===== src/rtl/queue2_arb_ctrl.sv =====
// queue2_arb_ctrl: FIFO controller around an external two-port RAM macro.
// Two enqueue requesters share the write port through a round-robin arbiter.
// A single dequeue port reads the head entry straight from the RAM read port.
module queue2_arb_ctrl #(
  parameter  int unsigned WIDTH = 122,
  parameter  int unsigned DEPTH = 2,
  localparam int unsigned AW    = $clog2(DEPTH)
) (
  input  logic             clock,
  input  logic             reset_n,
  input  logic             flush,
  input  logic             enq0_valid,
  output logic             enq0_ready,
  input  logic [WIDTH-1:0] enq0_bits,
  input  logic             enq1_valid,
  output logic             enq1_ready,
  input  logic [WIDTH-1:0] enq1_bits,
  output logic             deq_valid,
  input  logic             deq_ready,
  output logic [WIDTH-1:0] deq_bits,
  output logic             deq_src,
  output logic [AW:0]      count,
  output logic [AW-1:0]    R0_addr,
  output logic             R0_en,
  output logic             R0_clk,
  input  logic [WIDTH-1:0] R0_data,
  output logic [AW-1:0]    W0_addr,
  output logic             W0_en,
  output logic             W0_clk,
  output logic [WIDTH-1:0] W0_data
);

  logic [AW-1:0]    r_enq_ptr;
  logic [AW-1:0]    r_deq_ptr;
  logic             r_maybe_full;
  logic             r_prio;
  logic [DEPTH-1:0] r_src_tag;

  logic             w_ptr_match;
  logic             w_empty;
  logic             w_full;
  logic [AW-1:0]    w_diff;
  logic             w_grant0;
  logic             w_grant1;
  logic             w_grant_idx;
  logic             w_enq_open;
  logic             w_do_enq;
  logic             w_do_deq;

  // Occupancy status; full and empty differ only by maybe_full
  always_comb begin
    w_ptr_match = (r_enq_ptr == r_deq_ptr);
    w_empty     = w_ptr_match && !r_maybe_full;
    w_full      = w_ptr_match && r_maybe_full;
    w_diff      = r_enq_ptr - r_deq_ptr;
  end

  // Round-robin grant from valids and prio only; readies never feed back
  always_comb begin
    w_grant0    = enq0_valid && (!enq1_valid || !r_prio);
    w_grant1    = enq1_valid && (!enq0_valid || r_prio);
    w_grant_idx = w_grant1;
    w_enq_open  = !w_full && !flush && reset_n;
    w_do_enq    = (w_grant0 || w_grant1) && w_enq_open;
    w_do_deq    = deq_valid && deq_ready && !flush;
  end

  // Port drive: handshakes, RAM ports, head payload and occupancy
  always_comb begin
    enq0_ready = w_grant0 && w_enq_open;
    enq1_ready = w_grant1 && w_enq_open;
    deq_valid  = !w_empty && reset_n;
    deq_bits   = R0_data;
    deq_src    = r_src_tag[r_deq_ptr];
    count      = w_full ? (AW+1)'(DEPTH) : {1'b0, w_diff};
    R0_addr    = r_deq_ptr;
    R0_en      = !w_empty;
    R0_clk     = clock;
    W0_addr    = r_enq_ptr;
    W0_en      = w_do_enq;
    W0_clk     = clock;
    W0_data    = w_grant1 ? enq1_bits : enq0_bits;
  end

  // Pointer, fullness, priority and source-tag state; flush clears the queue but keeps prio
  always_ff @(posedge clock or negedge reset_n) begin
    if (!reset_n) begin
      r_enq_ptr    <= '0;
      r_deq_ptr    <= '0;
      r_maybe_full <= 1'b0;
      r_prio       <= 1'b0;
      r_src_tag    <= '0;
    end else if (flush) begin
      r_enq_ptr    <= '0;
      r_deq_ptr    <= '0;
      r_maybe_full <= 1'b0;
    end else begin
      if (w_do_enq) begin
        r_src_tag[r_enq_ptr] <= w_grant_idx;
        r_enq_ptr            <= r_enq_ptr + AW'(1);
        r_prio               <= ~w_grant_idx;
      end
      if (w_do_deq) begin
        r_deq_ptr <= r_deq_ptr + AW'(1);
      end
      if (w_do_enq != w_do_deq) begin
        r_maybe_full <= w_do_enq;
      end
    end
  end

endmodule


===== config.mk =====
export PLATFORM = sky130hd
export DESIGN_NAME = queue2_arb_ctrl
export DESIGN_NICKNAME = d
export VERILOG_FILES = /design/src/rtl/queue2_arb_ctrl.sv
export SDC_FILE = /design/constraint.sdc
export NUM_CORES = 1
export LEC_CHECK = 0
export BUFFER_PORTS_ARGS = -buffer_cell sky130_fd_sc_hd__buf_2
export CORE_AREA = 5 5 238 240
export DETAILED_ROUTE_END_ITERATION = 10
export DIE_AREA = 0 0 243 245
export GPL_ROUTABILITY_DRIVEN = 0
export HOLD_SLACK_MARGIN = 0.15
export PLACE_DENSITY = 0.35
export SETUP_SLACK_MARGIN = 0.15
export SYNTH_ARGS = -nofsm -noshare
export SYNTH_HDL_FRONTEND = slang
export SYNTH_SLANG_ARGS = --single-unit

===== constraint.sdc =====
create_clock -name clock -period 1.9 [get_ports clock]
set_input_delay 0.095 -clock clock [delete_from_list [all_inputs] [get_ports clock]]
set_output_delay 0.095 -clock clock [all_outputs]
set_load 0.05 [all_outputs]

==> key figures <==
Place
  • Detailed Place HPWL: 16320 um
  • Placed cell count: 1259
  • I/O Buffers: 383
  • Dpl cell area: 4683 um2

Timing
  • Crit path time final: 2.047 ns
  • Worst Slack Setup Final: -0.1473 ns
  • Hold Fails Final Rpt: 0
  • Slew margin rel.: 77.64%
  • Fmax: 488.5 MHz
  • Worst Clk Skew: 0.001867 ns
  • RSZ-0062 raised after global routing: yes
  • Setup_tns: -9.119 ns
  • Final Setup Violations: 122
  • Slew Limit Fails: 0
  • Final period util: 107.8%
  • Tightest Pin Transition: 0.3342 ns

Synthesis
  • Post-synth EDFFs: 0
  • Mux share of post-synthesis cell area: 50.32%
  • Synth top cells by count: 130 x buf_4, 122 x mux2_2, 8 x buf_2
  • Adder and majority gate portion of the synthesized area: 0%
  • Mapped Area: 2770 um2
  • Post-Syn Area per Cell: 9.173 um2
  • Most numerous cell in the Yosys netlist: buf_4
  • Main combinational cell family by area after synthesis: multiplexers
  • Post-synthesis simple-gate area fraction: 3.252%
  • Synth top area share: 49.59%
  • Gate count of the mapped netlist: 302
  • Largest cells by area after synthesis: mux2_2 50%, buf_4 35%, dfrtp_1 5.4%, buf_2 1.4%, a21oi_1 1.1%
  • Synth cell types: 25
  • Compound-Gate Fraction of Synth Area: 2.891%
  • Sequential area share after synthesis: 5.420%
  • Post-synth top flop: dfrtp_1
  • Ys Warns: 0
  • Leading area contributor after synthesis: mux2_2
  • Post-Synth XOR/XNOR Area: 0.9033%
  • Async set-reset flop share out of synthesis: 100.0%
  • Mapped Nets: 674
  • Yosys reg bits: 6

Worst hold path
  • Hold Path End: deq_bits[10]
  • Min-delay worst type: primary input to output pin
  • Worst Hold Launch: R0_data[10]
  • Hold Crit Depth: 0

Outcome
  • Failing checks: setup timing
  • Status: finished, violations left

Setup path
  • CP Class: flop to output pin
  • Type of destination of the critical path: output pin
  • CP max FO: 6
  • FF-to-FF Start: r_prio
  • Crit path max-delay family: buffers and inverters
  • Worst reg2reg setup slack: 0.45 ns
  • R2R cell count: 8
  • Buffers & Inverters on Critical Path: 5
  • Worst path slowest cell: dfrtp_1
  • Most used cell along the critical path: buf_6
  • Critical Path RT: 1.80 ns
  • CP arrival: 1.95 ns
  • CP startpoint kind: flop
  • Reg2reg end: r_src_tag[1]
  • Sequence of cells on the critical path: o21ai_4 > buf_6 > buf_12 > buf_16 > clkbuf_16 > mux2_2 > buf_6
  • Slowest stage delay, CP: 0.39 ns

Floorplan
  • Row cnt: 86
  • I/O Pins: 628
  • Die H: 245 um
  • DIE AREA: 59540 um2
  • Core Region: 54450 um2
  • Die width: 243 um
  • Initial Utilization: 5.088%

Clock tree
  • TritonCTS clock tree: done
  • Clock transition at the registers of the reported paths: 0.03 ns
  • Worst skew pair latency: 0.34 ns

Global routing
  • Antenna violations before repair: 12
  • GRT overflow: 0
  • Pin count of the biggest net entering global routing: 32
  • Vias in the first global route: 3858
  • Tot GR Track Use: 6.264%
  • Global-route wire length before repair: 27120 um

Detailed routing
  • Final ANT Viol Nets: 0
  • Routed len/inst: 16.98 um
  • Initial DRC count: 45
  • Routed vias/inst: 2.691
  • Vias after detailed routing: 3533
  • Post-route DRC violation count: 0
  • DR pass1 iterations: 4
  • Routed WL: 22290 um

Pwr
  • Power Total: 0.005040 W
  • Pwr per Cell Area: 699.4 nW/um2
  • Sequential fraction of design power: 3.6%
  • Clock share of power: 19.0%
  • Psw: 0.002347 W
  • Comb power frac: 77.4%
  • Int Power: 0.002693 W
  • Leakage: 3.575 nW
  • VDD IR max: 0.0004572 V
  • Switching part of the total: 46.56%

Run
  • Max_cap viols: 0

Cells and area
  • Fillers: 6159
  • Share of cells above drive strength 1: 94.08%
  • Final std cells w/o fill: 1313
  • Final instance area: 7206 um2
  • P&R area growth vs syn: 160.1%
  • Nets: 982
[cells in the final DEF (no fill, tap or decap), drive strengths merged]
master and n:
mux2 122, dlygate4sd3 6, nor2 3, mux2i 2, xnor2 2, clkbuf 11, buf 427, dfrtp 6
and2 2, o21ai 4, a211oi 1, inv 4, nand4b 1, nand3b 1, nand2 4, nand2b 1
and2b 1, diode 1, or2b 1, a31oi 1, nor3b 1, a21oi 6, nor3 1
[state kept, by name, indices dropped and copies added, names as in the netlist]
| name | cells |
|---|---|
| r_prio | 1 |
| r_src_tag | 2 |
| W0_addr | 1 |
| r_maybe_full | 1 |
| R0_addr | 1 |
[cell families (layout without fill, tap and decap cells)]
group / Yosys count / in the layout
AOI/OAI and AO/OA: 12 / 12
other: 0 / 1
xor gates and xnor gates: 2 / 2
and+or+nand+nor: 16 / 16
muxes: 124 / 124
DFF: 6 / 6
buffers and inverters: 142 / 448
[power by group through the flow]
stage	clock network, W	registers [W]	logic [W]
6_report	0.000958	0.000181	0.00390
5_1_grt	0.000992	0.000185	0.00408
4_1_cts	0.000975	0.000183	0.00334
3_5_place_dp	0.000201	0.000191	0.00247
3_3_place_gp	0.000201	0.000190	0.00247
2_1_floorplan	0.000227	0.000193	0.00250
[layer usage]
metal	vias up	GRT usage (%)	share of wire [%]
li1	1530	-	-
met1	1587	6.854	37
met2	332	10.94	49
met3	84	2.548	10
met4	0	2.303	3.9
met5	-	0	0
[what timing repair did]
item                                    4_1_cts  5_1_grt
endpoints found under the hold margin        10        0
resized for setup                           309      212
hold buffers                                  6        0
gates cloned                                  6        5
setup buffers                                10       19
endpoints found under the setup margin      126      126
pin swaps                                     2        2
[worst max path at each step]
stage / start / to / slack (ns) / depth (start not counted)
6_report: r_prio / W0_data[73] / -0.15 / 7
2_1_floorplan: W0_addr / r_src_tag[0] / 0.07 / 4
4_1_cts: r_prio / W0_data[120] / -0.20 / 7
3_3_place_gp: r_prio / W0_data[37] / 0.11 / 4
5_1_grt: r_prio / W0_data[67] / -0.22 / 7
3_5_place_dp: r_prio / W0_data[37] / 0.09 / 4
[per-stage QoR]
stage               utilization [%]  setup slack, ns  hold WS (ns)
floorplan                         -          0.06993       -0.2006
CTS                           11.45          -0.1979        0.1903
detailed placement            8.601          0.09123      -0.03137
global placement              8.601           0.1083      -0.03281
finish                        13.23          -0.1473        0.1900
global route                  13.23          -0.2245        0.1901
[final cells by class]
cell class,count,area [um2],area share (%)
inverters,4,15.01,0.2084
clock buffers,9,185.2,2.570
multi-input cells,154,2029,28.16
flip-flops and latches,6,155.1,2.153
well taps,704,880.8,12.22
diodes,1,2.502,0.03473
repair buffers,435,3938,54.64
[worst register-to-register path: stages, from the launching register on]
cell     delay, ns
dfrtp_1       0.39
o21ai_4       0.14
buf_4         0.13
buf_8         0.12
buf_16        0.13
buf_12        0.14
buf_8         0.11
buf_4         0.10
mux2i_1       0.06
Power figures use the tool's default switching activity.
